===== config.mk =====
export PLATFORM = sky130hd
export DESIGN_NAME = spi_bus_arb
export DESIGN_NICKNAME = d
export VERILOG_FILES = /design/src/rtl/spi_bus_arb.sv
export SDC_FILE = /design/constraint.sdc
export NUM_CORES = 1
export LEC_CHECK = 0
export CAP_MARGIN = 20
export CORE_MARGIN = 4
export CORE_UTILIZATION = 30
export DETAILED_ROUTE_END_ITERATION = 8
export GPL_TIMING_DRIVEN = 0
export SLEW_MARGIN = 20
export SYNTH_ARGS = -nofsm -noshare
export SYNTH_HDL_FRONTEND = slang
export SYNTH_SLANG_ARGS = --single-unit
export TNS_END_PERCENT = 20

===== constraint.sdc =====
create_clock -name clk -period 2.3 [get_ports clk]
set_input_delay 0.23 -clock clk [delete_from_list [all_inputs] [get_ports clk]]
set_output_delay 0.23 -clock clk [all_outputs]
set_load 0.01 [all_outputs]

===== src/rtl/spi_bus_arb.sv =====
// Two-requester arbiter sharing one SPI_mstr: one queued command per requester,
// round-robin grant, optional bus lock for multi-transaction sequences.
module spi_bus_arb #(
  parameter int GAP_CYCLES = 4,
  parameter int HOLD_MAX   = 64
) (
  input  logic        clk,
  input  logic        rst_n,
  input  logic        wrt0,
  input  logic        wrt1,
  input  logic [15:0] cmd0,
  input  logic [15:0] cmd1,
  input  logic        lock0,
  input  logic        lock1,
  output logic        done0,
  output logic        done1,
  output logic [15:0] rd_data0,
  output logic [15:0] rd_data1,
  output logic        ovr0,
  output logic        ovr1,
  output logic        ss0_n,
  output logic        ss1_n,
  output logic        busy,
  output logic        m_wrt,
  output logic [15:0] m_cmd,
  input  logic        m_done,
  input  logic [15:0] m_rd_data,
  input  logic        m_ss_n,
  output logic [1:0]  fsm_state
);

  typedef enum logic [1:0] {IDLE = 2'd0, XFER = 2'd1, GAP = 2'd2, HOLD = 2'd3} state_t;

  localparam logic [7:0] GAP_LAST  = 8'(GAP_CYCLES - 1);
  localparam logic [7:0] HOLD_LAST = 8'(HOLD_MAX - 1);

  state_t      state, state_nxt;
  logic [1:0]  pend, pend_nxt, accept;
  logic [15:0] cmdq0, cmdq1, m_cmd_q;
  logic        owner, last, hold, launch, sel, xfer_end, lock_own, route;
  logic [7:0]  cnt;

  // Handshake: a wrt is taken only when that requester has nothing queued and
  // nothing in flight; its own m_done cycle counts as no longer in flight.
  assign accept[0] = wrt0 && !pend[0] && !((state == XFER) && !owner && !m_done);
  assign accept[1] = wrt1 && !pend[1] && !((state == XFER) && owner && !m_done);

  assign xfer_end  = (state == XFER) && m_done;
  assign lock_own  = owner ? lock1 : lock0;
  assign route     = (state == XFER) || (state == GAP);
  assign busy      = (state != IDLE);
  assign fsm_state = state;
  assign m_wrt     = launch;
  assign m_cmd     = launch ? (sel ? cmdq1 : cmdq0) : m_cmd_q;
  assign ss0_n     = (route && !owner) ? m_ss_n : 1'b1;
  assign ss1_n     = (route && owner) ? m_ss_n : 1'b1;

  always_comb begin
    state_nxt = state;
    launch    = 1'b0;
    sel       = owner;
    case (state)
      IDLE: begin
        if (|pend) begin
          launch    = 1'b1;
          sel       = (&pend) ? ~last : pend[1];
          state_nxt = XFER;
        end
      end
      XFER: begin
        if (m_done) state_nxt = GAP;
      end
      GAP: begin
        if (cnt == GAP_LAST) state_nxt = hold ? HOLD : IDLE;
      end
      HOLD: begin
        // Only the locking owner may launch; the other pend waits untouched.
        if (pend[owner]) begin
          launch    = 1'b1;
          sel       = owner;
          state_nxt = XFER;
        end else if (cnt == HOLD_LAST) begin
          state_nxt = IDLE;
        end
      end
      default: state_nxt = IDLE;
    endcase
  end

  always_comb begin
    pend_nxt = pend | accept;
    if (launch) pend_nxt[sel] = 1'b0;
  end

  always_ff @(posedge clk or negedge rst_n) begin
    if (!rst_n) state <= IDLE;
    else        state <= state_nxt;
  end

  always_ff @(posedge clk or negedge rst_n) begin
    if (!rst_n) begin
      pend     <= 2'b00;
      cmdq0    <= '0;
      cmdq1    <= '0;
      m_cmd_q  <= '0;
      owner    <= 1'b0;
      last     <= 1'b1;
      hold     <= 1'b0;
      cnt      <= '0;
      done0    <= 1'b0;
      done1    <= 1'b0;
      rd_data0 <= '0;
      rd_data1 <= '0;
      ovr0     <= 1'b0;
      ovr1     <= 1'b0;
    end else begin
      pend <= pend_nxt;
      if (accept[0]) cmdq0 <= cmd0;
      if (accept[1]) cmdq1 <= cmd1;
      if (launch) begin
        owner   <= sel;
        m_cmd_q <= m_cmd;
      end
      // Counter restarts on every state change, so GAP and HOLD each count from 0.
      cnt   <= (state_nxt != state) ? 8'd0 : cnt + 8'd1;
      done0 <= xfer_end && !owner;
      done1 <= xfer_end && owner;
      if (xfer_end) begin
        if (owner) rd_data1 <= m_rd_data;
        else       rd_data0 <= m_rd_data;
        hold <= lock_own;
        last <= owner;
      end else if ((state == HOLD) && (state_nxt == IDLE)) begin
        hold <= 1'b0;
      end
      ovr0 <= wrt0 && !accept[0];
      ovr1 <= wrt1 && !accept[1];
    end
  end

endmodule


==> impl_metrics.json, run 1 <==
{
  "clockBufferDepth": 2,
  "tritoncts": "yes",
  "first_iter_violations": 137,
  "avgViaCountPerCell": 4.90,
  "netlist_area_um2": 4280,
  "nets": 568,
  "start_util": 0.307,
  "grt_max_degree": 76,
  "hold_violations": 0,
  "ios": 114,
  "drcViolationCount": 0,
  "fin_ws_ps": -71.7,
  "cts_htree_levels": 3,
  "crit_arrival_ps": 2140,
  "layout_commonest_cell": "clkdlybuf4s50_1",
  "vias": 3384,
  "cp-end-kind": "primary output",
  "fin_skew_ps": 5.34,
  "placeableCoreArea_um2": 13900,
  "worstMarginPinSlew_ps": 576,
  "routabilityCongestion": 0.883,
  "seq_area_frac_synth": 0.579,
  "min_period_ps": 2370,
  "path_class": "reg2out",
  "numCtsBuffers": 9,
  "synth_area_per_cell_um2": 12.1,
  "violations": "setup timing",
  "ant_nets": 0,
  "grtUsageTotal": 0.145,
  "max_slew_margin": 0.610,
  "clk_pin_slew_ps": 70,
  "ys_warn_count": 0,
  "layout.area.seq_um2": 2480,
  "fill_cells": 1245,
  "post-route-period-util": 1.03,
  "rsz0062_at_grt": "true",
  "rows": 43,
  "p_leak_nw": 2.67,
  "clock-sinks": 99,
  "synth_edf_count": 0,
  "cts_root_buffer": "clkbuf_16",
  "grt_pass1_vias": 3622,
  "maxCapViolCount": 0,
  "finalSetupViolCount": 10,
  "port_buffers": 113,
  "holdCritPathClass": "in2async",
  "final_cell_mix": "94 x clkdlybuf4s50_1, 93 x dfrtp_1, 66 x mux2_2",
  "drt-total-wl_mm": 11.4,
  "area_delta_synth_final_pct": 48.9,
  "dp_hpwl_mm": 7.78,
  "post_dp_cell_area_um2": 5670,
  "detail_route.wl_per_cell_um": 16.5,
  "ff2ff_setup_slack_ps": 90,
  "design_area_um2": 6380,
  "die_h_um": 127,
  "fmax_mhz": 422,
  "syn_nets": 416,
  "grt_overflow": 0,
  "antenna_found_initial": 0,
  "outcome": "finished, violations left",
  "grt_pass1_wl_mm": 18.5,
  "die_area_um2": 16200,
  "drive_above_1_share": 0.374,
  "synth_seq_cells": 99,
  "antenna_cells": 0,
  "p_total_w": 0.0103,
  "yosys_most_used_dff": "dfrtp_1",
  "synth_cell_types": 47,
  "clk_latency_ps": 350,
  "p_per_area_nw_per_um2": 1620,
  "synthCells": 354,
  "multi_input_area_um2": 1930,
  "first_pass_iters": 4,
  "vdd_drop_max_mv": 0.703,
  "required_ps": 2070,
  "startpoint_type": "register",
  "critPathMaxFanout": 7,
  "slew_violations": 0,
  "async_flop_share": 1.00,
  "die_w_um": 127
}
-- worst max-delay path: stages (launching register included) --
cell and delay [ps]:
dfrtp_2 460, inv_4 90, ha_4 170, a21o_1 100
nand2_2 70, a21oi_4 240, buf_6 150, clkbuf_16 150
nor2_4 40, a31oi_1 160, buf_2 160
-- report_power, final --
part / internal (W) / switching, W
Sequential: 0.00259 / 0.000487
Combinational: 0.00298 / 0.00284
Clock: 0.000739 / 0.000685
Total: 0.00631 / 0.00401
-- synthesized netlist by cell type, drive strengths merged (2+ instances only) --
| library cell | n | area [um^2] |
|---|---|---|
| nand3 | 6 | 30.0 |
| buf | 3 | 15.0 |
| and3 | 2 | 13.8 |
| clkbuf | 10 | 37.5 |
| a21o | 2 | 15.0 |
| nand2 | 47 | 176 |
| a31oi | 34 | 213 |
| nor2 | 29 | 109 |
| a311oi | 2 | 23.8 |
| nand4 | 2 | 12.5 |
| ha | 6 | 75.1 |
| dfrtp | 98 | 2450 |
| inv | 7 | 26.3 |
| nor2b | 3 | 18.8 |
| or3b | 2 | 17.5 |
| a21oi | 4 | 20.0 |
| xor2 | 5 | 43.8 |
| mux2 | 66 | 743 |
| a211o | 2 | 18.8 |
-- state kept, by name, indices dropped and copies added (netlist names) --
register   count
cnt            8
owner          1
cmdq1         16
rd_data0      16
done0          1
ovr1           1
fsm_state      2
pend           2
ovr0           1
hold           1
m_cmd_q       16
rd_data1      16
last           1
done1          1
cmdq0         16
-- per-layer routing --
layer,GRT usage,part of all wire,up-vias
met5,0,0,-
met4,0.0416,0.020,0
met3,0.0569,0.069,18
met2,0.234,0.48,93
met1,0.181,0.43,1706
li1,-,-,1567
-- through the flow --
| stage | setup slack [ps] | setup TNS (ps) | instances | utilization | hold slack (ps) |
|---|---|---|---|---|---|
| after floorplan | 25.2 | 0 | 354 | - | -65.6 |
| after global placement | -2750 | -302590 | 647 | 0.405 | 454 |
| after detailed placement | -1140 | -37560 | 648 | 0.407 | 111 |
| after CTS | -116 | -1690 | 688 | 0.452 | 300 |
| after global routing | -175 | -2240 | 691 | 0.458 | 322 |
| final | -71.7 | -338 | 691 | 0.458 | 308 |
-- final cells by class --
class,count,share of cell area
clock inverters,7,0.00785
repair buffers,142,0.206
multi-input cells,235,0.302
flip-flops and latches,99,0.390
clock buffers,9,0.0353
plain buffers,12,0.0182
inverters,7,0.00491
well taps,180,0.0353
-- worst paths after layout --
check / from / end / depth (start not counted)
max in group asynchronous: rst_n / last / 3
min in group clk: last / last / 2
hold / removal: rst_n / cmdq1[4] / 2
setup / recovery: fsm_state[1] / m_cmd[12] / 10
hold reg to reg: last / last / 2
setup reg to reg: fsm_state[0] / hold / 7
-- cells by family after synthesis --
| group | after synthesis | synth area share |
|---|---|---|
| adders and majority gates | 6 | 0.0175 |
| DFF | 99 | 0.579 |
| xor gates and xnor gates | 6 | 0.0123 |
| buffers and inverters | 20 | 0.0184 |
| and+or+nand+nor | 102 | 0.108 |
| muxes | 66 | 0.174 |
| AOI/OAI and AO/OA | 55 | 0.0918 |
-- timing repair --
item / 4_1_cts / 5_1_grt
cloned: 1 / 0
setup buffers: 24 / 3
endpoints found under the setup margin: 92 / 35
pin swaps: 24 / 4
hold endpoints to repair: 24 / 0
gates resized for setup: 137 / 17
hold buffers: 1 / 0
Note: power is estimated with default switching activity, not from simulation.
==> inputs of run 2 (changes only) <==
--- a/config.mk
+++ b/config.mk
@@ -10,6 +10,8 @@
 export CORE_UTILIZATION = 30
 export DETAILED_ROUTE_END_ITERATION = 8
 export GPL_TIMING_DRIVEN = 0
+export PLACE_DENSITY = 0.64
+export RECOVER_POWER = 100
 export SLEW_MARGIN = 20
 export SYNTH_ARGS = -nofsm -noshare
 export SYNTH_HDL_FRONTEND = slang
==> impl_metrics.json, run 2 (synthesis results as in run 1) <==
{
  "grtUsageMet3": 0.0426,
  "internal_power_w": 0.00720,
  "worstHoldStart": "last",
  "vias": 3368,
  "rsz0062_at_grt": "true",
  "antenna_found_initial": 1,
  "final_cell_count_no_fill": 684,
  "p_leak_nw": 2.76,
  "finalSetupViolCount": 16,
  "setup_tns_ps": -375,
  "grt_pass1_vias": 3625,
  "clock-sinks": 99,
  "required_ps": 2070,
  "min_period_ps": 2350,
  "r2r-start": "fsm_state[1]",
  "use_met1": 0.175,
  "fin_ws_ps": -51.2,
  "violations": "setup timing",
  "postLayoutCoreUtil": 0.481,
  "drive_above_1_share": 0.393,
  "placed_cells": 648,
  "maxCapViolCount": 0,
  "tritoncts": "yes",
  "routabilityCongestion": 0.826,
  "p_sw_frac": 0.376,
  "crit_arrival_ps": 2120,
  "avgViaCountPerCell": 4.92,
  "grt-busiest-layer": "met2",
  "fill_cells": 1233,
  "die_area_um2": 16200,
  "drcViolationCount": 0,
  "switchingPower_w": 0.00434,
  "holdCritPathClass": "reg2reg",
  "first_iter_violations": 158,
  "first_pass_iters": 5,
  "grt_max_degree": 57,
  "vdd_drop_max_mv": 0.763,
  "slowest_stage": "dfrtp_2",
  "gr-usage-met2": 0.227,
  "path_class": "reg2out",
  "p_per_area_nw_per_um2": 1720,
  "port_buffers": 113,
  "hold_violations": 0,
  "antenna_cells": 0,
  "worstMarginPinSlew_ps": 1100,
  "detail_route.wl_per_cell_um": 16.9,
  "design_area_um2": 6700,
  "ios": 114,
  "layout_commonest_cell": "dfrtp_1",
  "post_dp_cell_area_um2": 5670,
  "cp_num_buf_inv": 5,
  "p_clk_frac": 0.161,
  "fmax_mhz": 425,
  "grt_overflow": 0,
  "crit_start": "fsm_state[1]",
  "final_cell_mix": "94 x dfrtp_1, 66 x mux2_2, 58 x clkdlybuf4s50_1",
  "startpoint_type": "register",
  "die_h_um": 127,
  "ant_nets": 0,
  "slew_violations": 0,
  "pwr-share-seq": 0.265,
  "clockBufferDepth": 2,
  "grtUsageTotal": 0.141,
  "drt-total-wl_mm": 11.5,
  "fin_skew_ps": 5.46,
  "grt_pass1_wl_mm": 18.2,
  "post-route-period-util": 1.02,
  "dp_hpwl_mm": 7.88,
  "die_w_um": 127,
  "outcome": "finished, violations left",
  "placeableCoreArea_um2": 13900,
  "cp-end-kind": "primary output",
  "rows": 43,
  "cts_htree_levels": 3,
  "holdWs_ps": 462,
  "critPathTopFamily": "buffers and inverters",
  "nets": 561,
  "max_stage_delay_ps": 430,
  "start_util": 0.307,
  "critPathMaxFanout": 5,
  "clk_pin_slew_ps": 60,
  "clk_latency_ps": 350,
  "numCtsBuffers": 9,
  "combPwrFrac": 0.574,
  "crit_chain": "clkinv_4 > ha_4 > a21o_1 > nand2_2 > a21oi_4 > buf_12 > buf_6 > clkbuf_16 > a31oi_2 > buf_2",
  "area_delta_synth_final_pct": 56.4,
  "max_slew_margin": 0.264,
  "cts_root_buffer": "clkbuf_16"
}
==> run 2: timing repair <==
| action | CTS | global route |
|---|---|---|
| resized for setup | 123 | 72 |
| pin swaps | 9 | 14 |
| hold buffers | 1 | 0 |
| setup endpoints to repair | 91 | 47 |
| cloned | 1 | 2 |
| hold endpoints to repair | 43 | 0 |
| buffers inserted | 12 | 7 |
==> run 2: area by class of cell <==
class                           instances  area, um^2  share of cell area
Clock buffer                           10         239              0.0357
Timing Repair Buffer                  136        1380               0.205
Multi-Input combinational cell        235        2090               0.313
Sequential cell                        99        2480               0.371
Buffer                                 11         109              0.0163
Clock inverter                          6         134              0.0200
Tap cell                              180         225              0.0336
Inverter                                7        36.3             0.00542
==> run 2: stage by stage <==
| stage | setup WS, ps | total power [W] |
|---|---|---|
| after floorplan | 25.2 | 0.00563 |
| after global placement | -2600 | 0.00781 |
| after detailed placement | -1010 | 0.00796 |
| after CTS | -88.8 | 0.0104 |
| after global routing | -130 | 0.0123 |
| final | -51.2 | 0.0115 |
==> run 2: final timing paths <==
kind,end,cells after the start,slack (ps)
hold / removal,last,2,460
max in group asynchronous,last,3,810
hold reg to reg,last,2,460
setup / recovery,m_cmd[6],10,-50
setup reg to reg,rd_data0[14],7,70
min in group asynchronous,rd_data1[13],2,620
==> run 2: metal layers <==
| layer | vias to the layer above | share of wire |
|---|---|---|
| met3 | 29 | 0.058 |
| li1 | 1564 | - |
| met2 | 93 | 0.49 |
| met4 | 2 | 0.027 |
| met1 | 1680 | 0.42 |
| met5 | - | 0.0010 |
==> run 2: worst reg2reg max path: cells and delay by family (launching register included) <==
kind	cells	cell delay, ps
multiplexers	1	370
flip-flops	1	450
buffers and inverters	3	540
adder cells (fa/ha/maj)	1	200
AND/OR/NAND/NOR	2	530
==> run 2: power groups by stage <==
stage	sequential (W)	combinational [W]	clock (W)
after global placement	0.00300	0.00481	0
after floorplan	0.00308	0.00255	0
final	0.00306	0.00663	0.00185
after global routing	0.00316	0.00714	0.00196
after detailed placement	0.00304	0.00492	0
after CTS	0.00304	0.00543	0.00191
